**src/rtl/calc_display_scan_if.sv**
```systemverilog
`default_nettype none
// ============================================================================
// Module  : calc_display_scan_if
// Brief   : Digit stream from the calculator core (status, BCD digit, index).
// Revision: 1.0 - initial release
// ============================================================================
interface calc_display_scan_if;
  logic [1:0] status;
  logic [3:0] data;
  logic [3:0] pos;

  modport master (output status, output data, output pos);
  modport slave  (input  status, input  data, input  pos);
endinterface
`default_nettype wire

```
**src/rtl/calc_display_scan.sv**
```systemverilog
`default_nettype none
// ============================================================================
// Module  : calc_display_scan
// Brief   : Frames the core's BCD digit stream into a display buffer and scans
//           it onto an 8-digit seven-segment display, with an "Erro" override.
//           Optional macro CALC_DISP_LZB_EN enables leading-zero blanking.
// Revision: 1.0 - initial release
// ============================================================================
module calc_display_scan #(
  parameter int REFRESH_DIV = 50000,
  parameter int ERR_HOLD    = 16
) (
  input  wire logic          clock,
  input  wire logic          reset,
  calc_display_scan_if.slave bus,
  output logic [7:0]         an,
  output logic [6:0]         seg,
  output logic               frame_done,
  output logic               frame_err,
  output logic               err_mode
);

  localparam int DIV_W = $clog2(REFRESH_DIV);
  localparam int CNT_W = $clog2(ERR_HOLD + 1);
  localparam logic [DIV_W-1:0] DIV_LAST  = DIV_W'(REFRESH_DIV - 1);
  localparam logic [CNT_W-1:0] HOLD_LAST = CNT_W'(ERR_HOLD - 1);
  localparam logic [CNT_W-1:0] HOLD_MAX  = CNT_W'(ERR_HOLD);

  localparam logic [6:0] SEG_E     = 7'h06;
  localparam logic [6:0] SEG_R     = 7'h2F;
  localparam logic [6:0] SEG_O     = 7'h23;
  localparam logic [6:0] SEG_BLANK = 7'h7F;

  typedef enum logic [1:0] {
    ST_IDLE    = 2'd0,
    ST_COLLECT = 2'd1,
    ST_COMMIT  = 2'd2
  } frame_state_t;

  frame_state_t     state, state_next;
  logic [2:0]       expected, expected_next;
  logic [7:0][3:0]  shadow, shadow_upd;
  logic [7:0][3:0]  display;
  logic             shadow_we, commit, err_next;
  logic             stream_valid, digit_ok;

  logic [CNT_W-1:0] err_cnt;
  logic [DIV_W-1:0] div_cnt;
  logic [2:0]       idx;
  logic             blank;
  logic [6:0]       seg_next;

  assign stream_valid = ~bus.status[1];
  assign digit_ok     = (bus.data <= 4'd9);

  function automatic logic [6:0] encode(input logic [3:0] digit);
    case (digit)
      4'd0:    encode = 7'h40;
      4'd1:    encode = 7'h79;
      4'd2:    encode = 7'h24;
      4'd3:    encode = 7'h30;
      4'd4:    encode = 7'h19;
      4'd5:    encode = 7'h12;
      4'd6:    encode = 7'h02;
      4'd7:    encode = 7'h78;
      4'd8:    encode = 7'h00;
      4'd9:    encode = 7'h10;
      default: encode = SEG_BLANK;
    endcase
  endfunction

  // Frame FSM: next state, shadow write enable and pulse requests
  always_comb begin
    state_next    = state;
    expected_next = expected;
    shadow_we     = 1'b0;
    commit        = 1'b0;
    err_next      = 1'b0;
    case (state)
      ST_IDLE, ST_COMMIT: begin
        if (stream_valid && bus.pos == 4'd0 && digit_ok) begin
          shadow_we     = 1'b1;
          expected_next = 3'd1;
          state_next    = ST_COLLECT;
        end else begin
          expected_next = 3'd0;
          state_next    = ST_IDLE;
        end
      end
      ST_COLLECT: begin
        if (!stream_valid) begin
          expected_next = 3'd0;
          state_next    = ST_IDLE;
        end else if (digit_ok && bus.pos == 4'd0) begin
          shadow_we     = 1'b1;
          expected_next = 3'd1;
        end else if (digit_ok && bus.pos == {1'b0, expected}) begin
          shadow_we = 1'b1;
          if (expected == 3'd7) begin
            commit        = 1'b1;
            expected_next = 3'd0;
            state_next    = ST_COMMIT;
          end else begin
            expected_next = expected + 3'd1;
          end
        end else begin
          err_next      = 1'b1;
          expected_next = 3'd0;
          state_next    = ST_IDLE;
        end
      end
      default: begin
        expected_next = 3'd0;
        state_next    = ST_IDLE;
      end
    endcase
  end

  always_comb begin
    shadow_upd = shadow;
    if (shadow_we) begin
      shadow_upd[bus.pos[2:0]] = bus.data;
    end
  end

  // The display copy lands on the same edge that enters COMMIT, so the
  // buffer and frame_done change together right after the pos==7 sample.
  always_ff @(posedge clock) begin
    if (reset) begin
      state      <= ST_IDLE;
      expected   <= 3'd0;
      shadow     <= '0;
      display    <= '0;
      frame_done <= 1'b0;
      frame_err  <= 1'b0;
    end else begin
      state      <= state_next;
      expected   <= expected_next;
      shadow     <= shadow_upd;
      frame_done <= commit;
      frame_err  <= err_next;
      if (commit) begin
        display <= shadow_upd;
      end
    end
  end

  always_ff @(posedge clock) begin
    if (reset) begin
      err_cnt  <= '0;
      err_mode <= 1'b0;
    end else begin
      case (bus.status)
        2'b00: begin
          if (err_cnt != HOLD_MAX) begin
            err_cnt <= err_cnt + 1'b1;
          end
          if (err_cnt >= HOLD_LAST) begin
            err_mode <= 1'b1;
          end
        end
        2'b10: begin
          err_cnt  <= '0;
          err_mode <= 1'b0;
        end
        default: err_cnt <= '0;
      endcase
    end
  end

`ifdef CALC_DISP_LZB_EN
  logic [2:0] msd;
  always_comb begin
    msd = 3'd0;
    for (int k = 1; k < 8; k++) begin
      if (display[k] != 4'd0) begin
        msd = 3'(k);
      end
    end
  end
  assign blank = (idx > msd);
`else
  assign blank = 1'b0;
`endif

  always_comb begin
    seg_next = SEG_BLANK;
    if (err_mode) begin
      case (idx)
        3'd3:       seg_next = SEG_E;
        3'd2, 3'd1: seg_next = SEG_R;
        3'd0:       seg_next = SEG_O;
        default:    seg_next = SEG_BLANK;
      endcase
    end else if (!blank) begin
      seg_next = encode(display[idx]);
    end
  end

  always_ff @(posedge clock) begin
    if (reset) begin
      div_cnt <= '0;
      idx     <= 3'd0;
      an      <= 8'hFF;
      seg     <= SEG_BLANK;
    end else begin
      if (div_cnt == DIV_LAST) begin
        div_cnt <= '0;
        idx     <= idx + 3'd1;
      end else begin
        div_cnt <= div_cnt + 1'b1;
      end
      an  <= ~(8'h01 << idx);
      seg <= seg_next;
    end
  end

endmodule
`default_nettype wire
```
**src/flat_wrapper.sv**
```systemverilog
// flat-port wrapper written by rule: the top's interface ports become plain ports
module calc_display_scan_flat 
#(
  parameter int REFRESH_DIV = 50000,
  parameter int ERR_HOLD    = 16
)
  (clock, reset, an, seg, frame_done, frame_err, err_mode, bus_status, bus_data, bus_pos);
  calc_display_scan_if bus_i ();
  input  wire logic clock;
  input  wire logic reset;
  output logic [7:0] an;
  output logic [6:0] seg;
  output logic frame_done;
  output logic frame_err;
  output logic err_mode;
  input wire logic [$bits(bus_i.status)-1:0] bus_status;
  input wire logic [$bits(bus_i.data)-1:0] bus_data;
  input wire logic [$bits(bus_i.pos)-1:0] bus_pos;
  assign bus_i.status = bus_status;
  assign bus_i.data = bus_data;
  assign bus_i.pos = bus_pos;
  calc_display_scan #(.REFRESH_DIV(REFRESH_DIV), .ERR_HOLD(ERR_HOLD)) u_core (.clock(clock), .reset(reset), .bus(bus_i), .an(an), .seg(seg), .frame_done(frame_done), .frame_err(frame_err), .err_mode(err_mode));
endmodule
```
**config.mk**
```make
export PLATFORM = sky130hd
export DESIGN_NAME = calc_display_scan_flat
export DESIGN_NICKNAME = d
export VERILOG_FILES = /design/src/rtl/calc_display_scan_if.sv /design/src/rtl/calc_display_scan.sv /design/src/flat_wrapper.sv
export SDC_FILE = /design/constraint.sdc
export NUM_CORES = 1
export LEC_CHECK = 0
export CORE_ASPECT_RATIO = 2
export CORE_UTILIZATION = 29
export CTS_CLUSTER_SIZE = 30
export DETAILED_ROUTE_END_ITERATION = 16
export GPL_ROUTABILITY_DRIVEN = 0
export PLACE_DENSITY = 0.45
export SETUP_SLACK_MARGIN = 0.15
export SLEW_MARGIN = 0
export SYNTH_ARGS = -nofsm -noshare
export SYNTH_HDL_FRONTEND = slang
export SYNTH_SLANG_ARGS = --single-unit
```
**constraint.sdc**
```tcl
create_clock -name clock -period 2.3 [get_ports clock]
set_input_delay 0.46 -clock clock [delete_from_list [all_inputs] [get_ports clock]]
set_output_delay 0.46 -clock clock [all_outputs]
set_load 0.02 [all_outputs]
```
==> results.sh <==
export IMPL_cts_tree="yes"
export IMPL_ctsHoldBuffers=0
export IMPL_synth_seq_cells=111
export IMPL_synthSimpleGateAreaFrac_pct=19.3
export IMPL_grt_overflow_total=0
export IMPL_synth_top_family_by_area="simple AND/OR/NAND/NOR gates"
export IMPL_diodes=0
export IMPL_clk_latency_ns=0.36
export IMPL_drtAntennaViolNets=0
export IMPL_synth_area_top_cells="dfxtp_1 47%, mux2i_1 8.8%, nor2_1 8.3%, ha_1 4.7%, a211oi_1 4.4%"
export IMPL_cts_buffers_inserted=9
export IMPL_ys_seq_area_share_pct=46.6
export IMPL_min_delay_path_depth=1
export IMPL_max_slew_margin_pct=41.6
export IMPL_rr_endpoint="u_core.seg[4]$_SDFF_PP1_"
export IMPL_root_buffer="clkbuf_16"
export IMPL_synthCells=501
export IMPL_std_cell_rows=66
export IMPL_die_x_um=92.7
export IMPL_p_per_area_nw_per_um2=631
export IMPL_remaining_drc_errors=0
export IMPL_tightest_slew_ns=0.863
export IMPL_synthArstFlopShare_pct=0
export IMPL_vias=3617
export IMPL_core_area_sq_um=16200
export IMPL_critPathTopFamily="buffers and inverters"
export IMPL_synth_nets=531
export IMPL_synthMuxAreaShare_pct=12.8
export IMPL_hold_path_class="reg -> reg"
export IMPL_reg2reg_depth=8
export IMPL_ios=30
export IMPL_ys_flop_type="dfxtp_1"
export IMPL_start_kind="input port"
export IMPL_yosysMostFrequentCell="dfxtp_1"
export IMPL_grt_pass1_vias=3504
export IMPL_grt_antenna_before_repair=0
export IMPL_final_net_count=585
export IMPL_cts_sinks=111
export IMPL_reg2reg_slack_ns=0.29
export IMPL_synthTopCellsByCount="111 x dfxtp_1, 106 x nor2_1, 42 x mux2i_1"
export IMPL_synthXorXnorAreaFrac_pct=3.86
export IMPL_viasPerCell=4.73
export IMPL_firstDrtPassIters=4
export IMPL_crit_required_ns=2.57
export IMPL_grt_max_degree=53
export IMPL_hold_viol=0
export IMPL_synth_edf_count=0
export IMPL_netlist_area_sq_um=4770
export IMPL_htree_levels=3
export IMPL_dr_first_iter_drc_count=84
export IMPL_yosysTopAreaCell="dfxtp_1"
export IMPL_wirelength_um=11400
export IMPL_clkTransAtPathRegs_ns=0.08
export IMPL_drv_cap=0
export IMPL_hold_start="u_core.div_cnt[0]$_SDFF_PP0_"
export IMPL_max_stage_delay_ns=0.41
export IMPL_drv_slew=0
export IMPL_path_class="in -> reg"
export IMPL_dp_hpwl_um=8180
export IMPL_critical_path_cell_chain="clkdlybuf4s50_1, buf_4, o21a_2, or3b_4, nor3_4, buf_6, clkbuf_16, nor2_1, a211oi_1"
export IMPL_grt_use_total_pct=13.8
export IMPL_cp_arrival_ns=2.40
export IMPL_hold_end="u_core.div_cnt[0]$_SDFF_PP0_"
export IMPL_end_kind="flip-flop"
export IMPL_die_area_sq_um=17000
export IMPL_clk_path_buf_depth=2
export IMPL_fillers=1698
export IMPL_setup_viol=0
export IMPL_grt_pass1_wl_um=17700
export IMPL_initial_core_util_pct=29.5
export IMPL_reg2reg_from="u_core.idx[0]$_SDFFE_PP0P_"
export IMPL_cp_num_buf_inv=4
export IMPL_period_share_pct=92.5
export IMPL_synth_compound_area_share_pct=8.45
export IMPL_syn2layout_area_growth_pct=23.7
export IMPL_synth_fa_ha_area_share_pct=4.72
export IMPL_fp_dieH_um=183
export IMPL_crit_cells=9
export IMPL_skew_ns=0.0107
export IMPL_seq_area_sq_um=2220
export IMPL_wl_per_cell_um=15.0
export IMPL_drive_above_1_share_pct=14.6
export IMPL_final_util_pct=36.4
export IMPL_fin_tns_setup_ns=0
export IMPL_status="finished, final reports clean"
export IMPL_final_min_clock_period_ns=2.13
export IMPL_yosysTopAreaCellShare_pct=46.6
export IMPL_power_leakage_nw=2.36
export IMPL_rsz0062_at_grt="yes"
export IMPL_yosys_warnings=0
export IMPL_synth_avg_cell_area_sq_um=9.52
export IMPL_multiInputGateArea_sq_um=2360
export IMPL_cp_max_fo=13
export IMPL_crit_slowest_cell="clkdlybuf4s50_1"
export IMPL_max_vdd_ir_drop_v=0.000276
export IMPL_fmax_mhz=470
export IMPL_portBuffers=29
export IMPL_ys_types=45
## worst max-delay path by stage
stage                                           from                              end  slack, ns
final                                    bus_data[3]   u_core.display[9]$_SDFFE_PP0P_       0.17
after global routing                     bus_data[3]  u_core.display[25]$_SDFFE_PP0P_       0.12
after CTS                                bus_data[3]  u_core.display[16]$_SDFFE_PP0P_       0.12
after detailed placement                  bus_pos[1]  u_core.display[30]$_SDFFE_PP0P_      -0.25
after global placement                    bus_pos[1]  u_core.display[30]$_SDFFE_PP0P_      -0.22
after floorplan           u_core.idx[0]$_SDFFE_PP0P_         u_core.seg[6]$_SDFF_PP1_       0.15
## placed cells by master (no fill, tap or decap), drive strengths merged, types with 8 or more instances in the layout
| master | count |
|---|---|
| a211oi | 28 |
| buf | 46 |
| dfxtp | 111 |
| nand2 | 21 |
| mux4 | 8 |
| xor2 | 8 |
| ha | 18 |
| mux2i | 42 |
| o21ai | 13 |
| nor3 | 9 |
| clkbuf | 11 |
| a21oi | 8 |
| clkdlybuf4s50 | 28 |
| nor2 | 106 |
| nand3 | 9 |
| nand4 | 9 |
| xnor2 | 13 |
| inv | 18 |
## per-layer routing
layer | track usage (%) | wire length, um
met1 | 14.1 | 4380
met2 | 26.0 | 6410
met3 | 2.36 | 234
met4 | 7.82 | 406
met5 | 0 | 0
## final cells by class
class	instances	area share, %
Multi-Input combinational cell	343	40.0
Clock inverter	6	1.29
Inverter	15	0.954
Tap cell	204	4.33
Sequential cell	111	37.7
Clock buffer	10	3.88
Timing Repair Buffer	75	11.8
## kinds of logic (layout without fill, tap and decap cells)
family                   count (synthesis)  after routing
AND/OR/NAND/NOR                        193            193
flip-flops                             111            111
AO/OA/AOI/OAI                           60             60
multiplexers                            51             51
buffers and inverters                   47            106
XOR/XNOR                                21             21
adder cells (fa/ha/maj)                 18             18
## repair_timing
action,4_1_cts,5_1_grt
cloned,0,2
gates resized for setup,0,8
buffers inserted,1,3
pin swaps,1,2
setup endpoints to repair,7,32
## registers in the layout (all words and copies together) (netlist names)
name / flops
u_core.an: 8
u_core.display: 32
u_core.div_cnt: 16
u_core.err_cnt: 5
u_core.err_mode: 1
u_core.expected: 3
u_core.frame_done: 1
u_core.frame_err: 1
u_core.idx: 3
u_core.seg: 7
u_core.shadow: 32
u_core.state: 2
## through the flow
step	instance area [sq um]	hold WS (ns)	setup slack [ns]	std cells	power (mW)
5_1_grt	5900	0.501	0.120	764	3.87
6_report	5900	0.467	0.173	764	3.72
3_3_place_gp	5520	0.443	-0.218	742	2.15
4_1_cts	5830	0.469	0.119	759	3.78
2_1_floorplan	4780	0.430	0.155	501	2.07
3_5_place_dp	5520	0.457	-0.247	742	2.15
## report_power, final
group          switching (mW)  total (mW)  internal (mW)
combinational          0.0948       0.162         0.0670
sequential            0.00744        1.94           1.93
clock                   0.757        1.62          0.866
Note: power is estimated with default switching activity, not from simulation.
